## src/rtl/tlb_refill_walker_if.sv

```systemverilog
// Bundle of the miss-request, memory-read and TLB-write signals of the
// hardware TLB refill walker. The walker uses the master view and its
// environment (MMU, memory, testbench) uses the slave view.
interface tlb_refill_walker_if #(
  parameter int TLB_ENTRIES = 64
);
  localparam int IW = $clog2(TLB_ENTRIES);

  // Miss request side
  logic          missReq;
  logic [31:0]   missVAddr;
  logic [7:0]    asid;
  logic [31:0]   ptBase;
  logic [IW-1:0] wired;
  logic          busy;
  logic          done;
  logic          fault;

  // Memory read port
  logic          memReq;
  logic [31:0]   memAddr;
  logic          memAck;
  logic [31:0]   memData;

  // TLB write port
  logic          writeTlb;
  logic [IW-1:0] index;
  logic [31:0]   entryHi;
  logic [31:0]   entryLo0;
  logic [31:0]   entryLo1;
  logic [IW-1:0] random;

  modport master (
    input  missReq, missVAddr, asid, ptBase, wired, memAck, memData,
    output busy, done, fault, memReq, memAddr,
           writeTlb, index, entryHi, entryLo0, entryLo1, random
  );

  modport slave (
    output missReq, missVAddr, asid, ptBase, wired, memAck, memData,
    input  busy, done, fault, memReq, memAddr,
           writeTlb, index, entryHi, entryLo0, entryLo1, random
  );
endinterface

```

## src/rtl/tlb_refill_walker.sv

```systemverilog
// Hardware TLB refill walker: on a miss it reads the EntryLo0/EntryLo1
// pair of the faulting VPN2 from the linear page table, then either writes
// the pair into the TLB entry selected by the Random counter or reports a
// page fault when the PTE of the faulting page is invalid. All outputs are
// registered; the write/done/fault decision is taken on the Lo1 ack edge so
// that it appears in the CHECK cycle.
module tlb_refill_walker #(
  parameter int TLB_ENTRIES = 64
) (
  input logic                 clk,
  input logic                 res,
  tlb_refill_walker_if.master bus
);
  localparam int IW = $clog2(TLB_ENTRIES);
  localparam logic [IW-1:0] RAND_TOP = IW'(TLB_ENTRIES - 1);

  localparam logic [1:0] S_IDLE  = 2'd0;
  localparam logic [1:0] S_RD0   = 2'd1;
  localparam logic [1:0] S_RD1   = 2'd2;
  localparam logic [1:0] S_CHECK = 2'd3;

  // Walk state and latched request
  logic [1:0]    state_r;
  logic [1:0]    state_next_s;
  logic [31:0]   pte_addr_r;
  logic [18:0]   vpn2_r;
  logic          odd_r;
  logic [7:0]    asid_r;
  logic [31:0]   lo0_r;

  // Registered outputs
  logic          busy_r;
  logic          done_r;
  logic          fault_r;
  logic          mem_req_r;
  logic [31:0]   mem_addr_r;
  logic          write_tlb_r;
  logic [IW-1:0] index_r;
  logic [31:0]   entry_hi_r;
  logic [31:0]   entry_lo0_r;
  logic [31:0]   entry_lo1_r;
  logic [IW-1:0] random_r;

  // Combinational helpers
  logic [31:0]   pte_new_s;
  logic [31:0]   mem_addr_next_s;
  logic [31:0]   sel_pte_s;
  logic          pte_valid_s;
  logic          finish_s;
  logic [IW-1:0] rand_next_s;

  // Address bits below the page-table granularity never reach the walker
  logic          unused_s;
  assign unused_s = ^{bus.ptBase[22:0], bus.missVAddr[11:0]};

  assign pte_new_s   = {bus.ptBase[31:23], bus.missVAddr[31:13], 4'b0000};
  assign finish_s    = (state_r == S_RD1) && bus.memAck;
  // Lo1 is still on memData in the finishing cycle, Lo0 is already latched
  assign sel_pte_s   = odd_r ? bus.memData : lo0_r;
  assign pte_valid_s = sel_pte_s[1];

  // Next walk state
  always_comb begin
    state_next_s = state_r;
    case (state_r)
      S_IDLE: begin
        if (bus.missReq) state_next_s = S_RD0;
        else             state_next_s = S_IDLE;
      end
      S_RD0: begin
        if (bus.memAck) state_next_s = S_RD1;
        else            state_next_s = S_RD0;
      end
      S_RD1: begin
        if (bus.memAck) state_next_s = S_CHECK;
        else            state_next_s = S_RD1;
      end
      S_CHECK: state_next_s = S_IDLE;
      default: state_next_s = S_IDLE;
    endcase
  end

  // Read address for the coming cycle; on entry to RD0 the latch is not yet loaded
  always_comb begin
    mem_addr_next_s = 32'd0;
    case (state_next_s)
      S_RD0: begin
        if (state_r == S_IDLE) mem_addr_next_s = pte_new_s;
        else                   mem_addr_next_s = pte_addr_r;
      end
      S_RD1:   mem_addr_next_s = pte_addr_r + 32'd4;
      default: mem_addr_next_s = 32'd0;
    endcase
  end

  // Random replacement: count down, wrap to the top once at or below wired
  always_comb begin
    if (random_r <= bus.wired) rand_next_s = RAND_TOP;
    else                       rand_next_s = random_r - IW'(1);
  end

  // Random counter register, free-running regardless of walk state
  always_ff @(posedge clk) begin
    if (res) random_r <= RAND_TOP;
    else     random_r <= rand_next_s;
  end

  // Walk state, request latch and Lo0 capture
  always_ff @(posedge clk) begin
    if (res) begin
      state_r    <= S_IDLE;
      pte_addr_r <= 32'd0;
      vpn2_r     <= 19'd0;
      odd_r      <= 1'b0;
      asid_r     <= 8'd0;
      lo0_r      <= 32'd0;
    end else begin
      state_r <= state_next_s;
      if ((state_r == S_IDLE) && bus.missReq) begin
        pte_addr_r <= pte_new_s;
        vpn2_r     <= bus.missVAddr[31:13];
        odd_r      <= bus.missVAddr[12];
        asid_r     <= bus.asid;
      end
      if ((state_r == S_RD0) && bus.memAck) begin
        lo0_r <= bus.memData;
      end
    end
  end

  // Output registers; the TLB entry fields only change on a real write
  always_ff @(posedge clk) begin
    if (res) begin
      busy_r      <= 1'b0;
      done_r      <= 1'b0;
      fault_r     <= 1'b0;
      mem_req_r   <= 1'b0;
      mem_addr_r  <= 32'd0;
      write_tlb_r <= 1'b0;
      index_r     <= '0;
      entry_hi_r  <= 32'd0;
      entry_lo0_r <= 32'd0;
      entry_lo1_r <= 32'd0;
    end else begin
      busy_r      <= (state_next_s != S_IDLE);
      mem_req_r   <= (state_next_s == S_RD0) || (state_next_s == S_RD1);
      mem_addr_r  <= mem_addr_next_s;
      write_tlb_r <= finish_s && pte_valid_s;
      done_r      <= finish_s && pte_valid_s;
      fault_r     <= finish_s && !pte_valid_s;
      if (finish_s && pte_valid_s) begin
        // rand_next_s is exactly what random shows during CHECK
        index_r     <= rand_next_s;
        entry_hi_r  <= {vpn2_r, 5'b00000, asid_r};
        entry_lo0_r <= lo0_r;
        entry_lo1_r <= bus.memData;
      end
    end
  end

  assign bus.busy     = busy_r;
  assign bus.done     = done_r;
  assign bus.fault    = fault_r;
  assign bus.memReq   = mem_req_r;
  assign bus.memAddr  = mem_addr_r;
  assign bus.writeTlb = write_tlb_r;
  assign bus.index    = index_r;
  assign bus.entryHi  = entry_hi_r;
  assign bus.entryLo0 = entry_lo0_r;
  assign bus.entryLo1 = entry_lo1_r;
  assign bus.random   = random_r;
endmodule

```

## src/flat_wrapper.sv

```systemverilog
// flat-port wrapper written by rule: the top's interface ports become plain ports
module tlb_refill_walker_flat 
#(
  parameter int TLB_ENTRIES = 64
)
  (clk, res, bus_missReq, bus_missVAddr, bus_asid, bus_ptBase, bus_wired, bus_memAck, bus_memData, bus_busy, bus_done, bus_fault, bus_memReq, bus_memAddr, bus_writeTlb, bus_index, bus_entryHi, bus_entryLo0, bus_entryLo1, bus_random);
  tlb_refill_walker_if #(.TLB_ENTRIES(TLB_ENTRIES)) bus_i ();
  input logic clk;
  input logic res;
  input wire logic [$bits(bus_i.missReq)-1:0] bus_missReq;
  input wire logic [$bits(bus_i.missVAddr)-1:0] bus_missVAddr;
  input wire logic [$bits(bus_i.asid)-1:0] bus_asid;
  input wire logic [$bits(bus_i.ptBase)-1:0] bus_ptBase;
  input wire logic [$bits(bus_i.wired)-1:0] bus_wired;
  input wire logic [$bits(bus_i.memAck)-1:0] bus_memAck;
  input wire logic [$bits(bus_i.memData)-1:0] bus_memData;
  output wire logic [$bits(bus_i.busy)-1:0] bus_busy;
  output wire logic [$bits(bus_i.done)-1:0] bus_done;
  output wire logic [$bits(bus_i.fault)-1:0] bus_fault;
  output wire logic [$bits(bus_i.memReq)-1:0] bus_memReq;
  output wire logic [$bits(bus_i.memAddr)-1:0] bus_memAddr;
  output wire logic [$bits(bus_i.writeTlb)-1:0] bus_writeTlb;
  output wire logic [$bits(bus_i.index)-1:0] bus_index;
  output wire logic [$bits(bus_i.entryHi)-1:0] bus_entryHi;
  output wire logic [$bits(bus_i.entryLo0)-1:0] bus_entryLo0;
  output wire logic [$bits(bus_i.entryLo1)-1:0] bus_entryLo1;
  output wire logic [$bits(bus_i.random)-1:0] bus_random;
  assign bus_i.missReq = bus_missReq;
  assign bus_i.missVAddr = bus_missVAddr;
  assign bus_i.asid = bus_asid;
  assign bus_i.ptBase = bus_ptBase;
  assign bus_i.wired = bus_wired;
  assign bus_i.memAck = bus_memAck;
  assign bus_i.memData = bus_memData;
  assign bus_busy = bus_i.busy;
  assign bus_done = bus_i.done;
  assign bus_fault = bus_i.fault;
  assign bus_memReq = bus_i.memReq;
  assign bus_memAddr = bus_i.memAddr;
  assign bus_writeTlb = bus_i.writeTlb;
  assign bus_index = bus_i.index;
  assign bus_entryHi = bus_i.entryHi;
  assign bus_entryLo0 = bus_i.entryLo0;
  assign bus_entryLo1 = bus_i.entryLo1;
  assign bus_random = bus_i.random;
  tlb_refill_walker #(.TLB_ENTRIES(TLB_ENTRIES)) u_core (.clk(clk), .res(res), .bus(bus_i));
endmodule
```

## config.mk

```make
export PLATFORM = sky130hd
export DESIGN_NAME = tlb_refill_walker_flat
export DESIGN_NICKNAME = d
export VERILOG_FILES = /design/src/rtl/tlb_refill_walker_if.sv /design/src/rtl/tlb_refill_walker.sv /design/src/flat_wrapper.sv
export SDC_FILE = /design/constraint.sdc
export NUM_CORES = 1
export LEC_CHECK = 0
export BUFFER_PORTS_ARGS = -buffer_cell sky130_fd_sc_hd__buf_2
export CORE_MARGIN = 2
export CORE_UTILIZATION = 47
export CTS_BUF_LIST = sky130_fd_sc_hd__clkbuf_4
export DETAILED_ROUTE_END_ITERATION = 10
export MAX_ROUTING_LAYER = met4
export PLACE_DENSITY_LB_ADDON = 0.2
export SLEW_MARGIN = 20
export SYNTH_ARGS = -nofsm -noshare
export SYNTH_HDL_FRONTEND = slang
export SYNTH_SLANG_ARGS = --single-unit
```

## constraint.sdc

```tcl
create_clock -name clk -period 2.1 [get_ports clk]
set_input_delay 0.21 -clock clk [delete_from_list [all_inputs] [get_ports clk]]
set_output_delay 0.21 -clock clk [all_outputs]
set_load 0.01 [all_outputs]
```

==> results of run 1 <==
## flip-flops by register name (all words and copies together), names as in the netlist
| signal | flops |
|---|---|
| u_core.bus.entryLo0 | 32 |
| u_core.bus.entryLo1 | 32 |
| u_core.lo0_r | 32 |
| u_core.bus.memAddr | 29 |
| u_core.bus.entryHi | 27 |
| u_core.vpn2_r | 18 |
| u_core.pte_addr_r | 10 |
| u_core.asid_r | 8 |
| u_core.bus.index | 6 |
| u_core.bus.random | 6 |
| u_core.state_r | 2 |
| u_core.bus.busy | 1 |
| u_core.bus.done | 1 |
| u_core.bus.fault | 1 |
| u_core.bus.memReq | 1 |
| u_core.odd_r | 1 |
## cell usage after synthesis, types with 11 or more instances
cell type	number	share of area
dfxtp_1	207	0.51
a21oi_1	72	0.045
buf_2	21	0.013
inv_1	11	0.0051
ha_1	11	0.017
clkbuf_1	30	0.014
a21oi_2	90	0.098
nor2_1	40	0.019
a22oi_1	28	0.026
nand2_1	241	0.11
nand2_2	90	0.070
## cell families (layout without fill, tap and decap cells)
kind of cell / Yosys count / after routing / share of synthesized area
simple gates: 389 / 389 / 0.2156
flops: 207 / 207 / 0.5137
compound gates: 203 / 203 / 0.1809
buf+inv: 82 / 409 / 0.06623
fa+ha+maj: 11 / 11 / 0.01706
xor+xnor: 4 / 4 / 0.004344
other cells: 1 / 9 / 0.0004649
mux: 1 / 1 / 0.001706
## report_power, final
group | internal (W) | switching [W] | total, W
logic | 0.000356 | 0.000494 | 0.000850
clock network | 0.00178 | 0.00155 | 0.00333
registers | 0.00406 | 0.0000651 | 0.00412
total | 0.00619 | 0.00211 | 0.00831
## metal layers
metal  up-vias  part of all wire  wire length (µm)
met1      3162              0.45              9072
met4         0             0.026               520
met3        45             0.066              1329
met5         -                 0                 0
li1       3543                 -                 -
met2       224              0.46              9222
## stage by stage
step                cell area [µm²]  total power [W]    util  setup slack, ns
finish                        10610         0.008305  0.6350           0.1907
detailed placement             9193         0.004947  0.5504           0.2419
global placement               9193         0.004936  0.5504           0.2634
floorplan                      8093         0.004669       -          0.08253
CTS                           10600         0.008415  0.6349           0.2096
global route                  10610         0.008751  0.6350          0.03403
## layout make-up
| class | count | area (µm²) |
|---|---|---|
| timing repair buffer | 306 | 2066 |
| clock inverter | 9 | 36.28 |
| antenna | 1 | 2.502 |
| inverter | 11 | 41.29 |
| sequential | 207 | 4144 |
| fill | 1459 | 6096 |
| multi-input combinational | 616 | 3417 |
| tap | 220 | 275.3 |
| clock buffer | 83 | 623.1 |
## worst max-delay path: stages (launching register included)
cell      delay (ns)
dfxtp_1         0.47
nor2_2          0.08
a21oi_1         0.27
inv_1           0.11
ha_1            0.18
nand2b_1        0.13
buf_4           0.23
a22oi_1         0.23
nor2_1          0.07
## worst paths after layout
| kind | slack (ns) | depth (start not counted) | end | from |
|---|---|---|---|---|
| hold / removal | 0.26 | 6 | u_core.bus.index[4] | bus_wired[5] |
| setup reg to reg | 0.19 | 8 | u_core.bus.memAddr[19] | u_core.state_r[1] |
| hold reg to reg | 0.44 | 1 | u_core.bus.random[0] | u_core.bus.random[0] |
| setup / recovery | 0.19 | 8 | u_core.bus.memAddr[19] | u_core.state_r[1] |
## placed cells by master (no fill, tap or decap), types with 5 or more instances in the layout
cell / Yosys / layout
nand2_2: 90 / 90
dlygate4sd3_1: 0 / 75
conb_1: 1 / 8
dfxtp_1: 207 / 207
inv_1: 11 / 11
buf_12: 10 / 9
a21oi_1: 72 / 72
buf_2: 21 / 214
a21oi_2: 90 / 90
clkbuf_4: 0 / 83
a22oi_1: 28 / 28
clkinv_1: 0 / 6
a311oi_1: 5 / 5
nor2_1: 40 / 39
buf_4: 10 / 7
ha_1: 11 / 11
nand2_1: 241 / 241
==> flow_metrics.py, run 1 <==
metrics = {
    "run_status": {
        "outcome": "finished clean",
    },
    "clocking": {
        "worstSkewPairLatency_ns": 0.64,
        "postCtsResizedCells": 0,
        "cts_htree_levels": 2,
        "cts_buffer_depth": 3,
        "cts_hold_buf": 75,
        "root_buffer": "clkbuf_4",
        "cts.sinks": 207,
        "clkTransAtPathRegs_ns": 0.07,
        "cts_buffers": 53,
        "cts_tree": "yes",
        "cts_setup_buffers": 0,
    },
    "timing": {
        "setup_viol": 0,
        "slew_viol_final": 0,
        "post-route-min-period_ns": 1.909,
        "final_min_period_over_clock_period": 0.9092,
        "tns_ns": 0,
        "max_slew_margin": 0.5345,
        "finalHoldViolCount": 0,
        "tightest_slew_ns": 0.6983,
        "skew_ns": 0.02823,
        "rsz0062_at_grt": "false",
        "fmaxAchievable_ghz": 0.5237,
        "hold_ws_ns": 0.2612,
    },
    "setup_path": {
        "start_kind": "register",
        "crit_type": "reg -> reg",
        "crit_arrival_ns": 2.42,
        "worstPathMaxFanout": 28,
        "cp.required_ns": 2.61,
        "endpoint_kind": "register",
    },
    "finish": {
        "final_cells": 1453,
        "area_growth_pct": 31.47,
        "drive_above_1_share": 0.4091,
        "fin_nets": 1320,
    },
    "yosys": {
        "synth.avg_cell_area_um2": 8.983,
        "yosysUniqueCellTypes": 35,
        "yosys_warnings": 0,
        "synth-edff-count": 0,
        "seq_area_frac_synth": 0.5137,
        "synthArstFlopShare": 0,
        "ys_dominant_reg_cell": "dfxtp_1",
        "ys_seq_elements": 207,
        "syn_area_um2": 8066,
        "synth_cells": 898,
    },
    "power_and_ir_drop": {
        "ir_worst_vdd_mv": 0.4029,
        "p_leak_nw": 4.374,
        "cellPowerDensity_nw_per_um2": 783.1,
    },
    "floorplan": {
        "core-area_um2": 16700,
        "die_y_um": 135.0,
        "initial_core_util": 0.4830,
        "io_pins": 259,
        "die_x_um": 135.0,
        "num_rows": 47,
        "die_area_um2": 18230,
    },
    "grt": {
        "gr-max-usage-layer": "met2",
        "grt_usage": 0.2235,
        "grt_use_met1": 0.2790,
        "use_met3": 0.05293,
        "grt_overflow": 0,
        "grt_pass1_vias": 6771,
        "globalRouteMet2Util": 0.3494,
        "grt_pass1_wl_um": 32200,
        "grt_max_degree": 69,
        "antenna_found_initial": 1,
    },
    "drt": {
        "dr_total_vias": 6974,
        "initialDrtViolationCount": 266,
        "wire_per_inst_um": 13.86,
        "drt_pass1_iterations": 5,
        "drc": 0,
        "routed_via_density": 4.800,
        "wl_um": 20140,
        "ant_nets": 0,
    },
    "placement": {
        "hpwl_um": 12200,
        "routabilityCongestion": 0.7833,
        "io_buffers": 215,
        "dp.cells": 1285,
    },
    "flow_run": {
        "drv_cap": 0,
    },
    "worst_hold_path": {
        "hold_class": "in -> reg",
    },
}
Power figures use the tool's default switching activity.
==> inputs of run 2 (changes only) <==
--- a/config.mk
+++ b/config.mk
@@ -7,10 +7,9 @@
 export LEC_CHECK = 0
 export BUFFER_PORTS_ARGS = -buffer_cell sky130_fd_sc_hd__buf_2
 export CORE_MARGIN = 2
-export CORE_UTILIZATION = 47
+export CORE_UTILIZATION = 54
 export CTS_BUF_LIST = sky130_fd_sc_hd__clkbuf_4
 export DETAILED_ROUTE_END_ITERATION = 10
-export MAX_ROUTING_LAYER = met4
 export PLACE_DENSITY_LB_ADDON = 0.2
 export SLEW_MARGIN = 20
 export SYNTH_ARGS = -nofsm -noshare
==> constraint.sdc (replaced) <==
create_clock -name clk -period 2.27 [get_ports clk]
set_input_delay 0.227 -clock clk [delete_from_list [all_inputs] [get_ports clk]]
set_output_delay 0.227 -clock clk [all_outputs]
set_load 0.01 [all_outputs]
==> run 2 against run 1 <==
Compared with the run above: clock skew fell by 0.0025 ns; sequential power fell by 7.3%; sequential share of layout area up 0.58 points; largest cell class unchanged; critical path type unchanged; non-clock buffer count increased by 1.
==> flow_metrics.py, run 2 (synthesis results as in run 1) <==
metrics = {
    "finish": {
        "mostFrequentLayoutCells": "241 x nand2_1, 214 x buf_2, 207 x dfxtp_1",
        "final_cells": 1411,
        "regArea_um2": 4144,
        "drive_above_1_share": 0.4070,
        "multi_input_area_um2": 3417,
        "area_growth_pct": 29.56,
        "fill_cells": 1128,
        "layout_commonest_cell": "nand2_1",
        "fin_area_um2": 10450,
        "fin_nets": 1320,
    },
    "drt": {
        "ant_nets": 0,
        "drc": 0,
        "highest_layer": "met4",
        "wl_um": 19630,
        "met2WireLength_um": 9325,
        "wl_met3_um": 1258,
        "initialDrtViolationCount": 381,
        "drt-met1-wl_um": 8734,
        "dr_total_vias": 6956,
        "routed_via_density": 4.930,
        "wire_per_inst_um": 13.91,
        "drt_pass1_iterations": 4,
    },
    "floorplan": {
        "num_rows": 44,
        "initial_core_util": 0.5529,
        "die_x_um": 126.2,
        "die_y_um": 126.2,
        "io_pins": 259,
        "core-area_um2": 14590,
        "die_area_um2": 15930,
    },
    "clocking": {
        "postCtsResizedCells": 0,
        "worstSkewPairLatency_ns": 0.64,
        "cts_htree_levels": 2,
        "clkTransAtPathRegs_ns": 0.07,
        "cts_buffers": 52,
        "cts.sinks": 207,
        "cts_buffer_depth": 3,
        "cts_tree": "yes",
        "root_buffer": "clkbuf_4",
        "cts_hold_buf": 70,
        "cts_setup_buffers": 0,
    },
    "setup_path": {
        "start_kind": "register",
        "cp.required_ns": 2.79,
        "setup.worst_path.start": "u_core.state_r[1]",
        "path_cells": "o311ai_0, inv_1, ha_1, o21ai_0, nand2b_1, buf_4, a22oi_1, nor2_1",
        "crit_arrival_ns": 2.44,
        "slowest_stage": "o311ai_0",
        "worstReg2RegStart": "u_core.state_r[1]",
        "crit_buf_inv": 2,
        "r2r-end": "u_core.bus.memAddr[19]",
        "r2r_setup_slack_ns": 0.35,
        "cp.depth": 8,
        "crit_type": "reg -> reg",
        "worstPathMaxFanout": 18,
        "critPathMaxStageDelay_ns": 0.45,
        "cp_top_family": "compound AO/OA/AOI/OAI gates",
        "crit_end": "u_core.bus.memAddr[19]",
        "reg2reg_depth": 8,
        "endpoint_kind": "register",
    },
    "grt": {
        "grt_overflow": 0,
        "grt_pass1_wl_um": 31920,
        "grt_usage": 0.2418,
        "grt_max_degree": 71,
        "grt_pass1_vias": 6583,
        "antenna_found_initial": 1,
    },
    "power_and_ir_drop": {
        "p_comb_frac": 0.103,
        "pwr-share-clk": 0.384,
        "internal_power_w": 0.005538,
        "p_seq_frac": 0.513,
        "p_sw_frac": 0.2563,
        "cellPowerDensity_nw_per_um2": 712.5,
        "ir_worst_vdd_mv": 0.4096,
        "totalPowerFinal_w": 0.007446,
        "p_leak_nw": 4.321,
        "switchingPower_w": 0.001908,
    },
    "run_status": {
        "outcome": "finished clean",
    },
    "timing": {
        "skew_ns": 0.02571,
        "setup_viol": 0,
        "final_min_period_over_clock_period": 0.8454,
        "tns_ns": 0,
        "finalHoldViolCount": 0,
        "fmaxAchievable_ghz": 0.5211,
        "rsz0062_at_grt": "false",
        "max_slew_margin": 0.5534,
        "post-route-min-period_ns": 1.919,
        "slew_viol_final": 0,
        "fin_ws_ns": 0.3508,
        "tightest_slew_ns": 0.6699,
    },
    "placement": {
        "hpwl_um": 11980,
        "routabilityCongestion": 0.8101,
        "dp.cells": 1255,
        "place_area_um2": 9155,
        "io_buffers": 215,
        "dp_slack_ns": 0.3943,
    },
    "worst_hold_path": {
        "hold_class": "in -> reg",
        "hold_path_startpoint": "res",
    },
    "flow_run": {
        "drv_cap": 0,
    },
}
==> run 2: cell count changes in the layout (fill, tap and decap cells not counted), sizes merged <==
cell and delta:
dlygate4sd3 -5, clkinv +2, inv +1, buf +6
clkbuf -10
==> run 2: metal layers <==
metal | up-vias | track usage
met5 | - | 0
met2 | 231 | 0.3928
met3 | 27 | 0.06712
met4 | 0 | 0.07692
li1 | 3519 | -
met1 | 3179 | 0.3139
==> run 2: cell type report <==
cell class | instances | share of cell area
diodes | 1 | 0.0002394
flip-flops and latches | 207 | 0.3965
clock buffers | 73 | 0.05244
multi-input cells | 616 | 0.3269
inverters | 11 | 0.003951
clock inverters | 12 | 0.004310
well taps | 184 | 0.02203
repair buffers | 307 | 0.1936
==> run 2: how the worst min path moves through the flow <==
stage,endpoint,slack (ns),depth (start not counted)
after floorplan,u_core.asid_r[0],0.36,2
after global placement,u_core.bus.random[0],0.42,1
after detailed placement,u_core.bus.random[0],0.42,1
after CTS,u_core.bus.busy,0.02,2
after global routing,u_core.bus.memAddr[2],0.06,2
final,u_core.bus.busy,0.07,2
==> run 2: stage by stage <==
stage | utilization | hold WS (ns)
after floorplan | - | 0.3630
after global placement | 0.6275 | 0.4232
after detailed placement | 0.6275 | 0.4249
after CTS | 0.7162 | 0.02445
after global routing | 0.7164 | 0.05744
final | 0.7164 | 0.07056
==> run 2: power by group through the flow <==
stage	registers (W)	logic (W)	clock network (W)
2_1_floorplan	0.00391	0.000411	0
3_3_place_gp	0.00389	0.000658	0
3_5_place_dp	0.00389	0.000666	0
4_1_cts	0.00381	0.000762	0.00294
5_1_grt	0.00383	0.000849	0.00316
6_report	0.00382	0.000767	0.00286
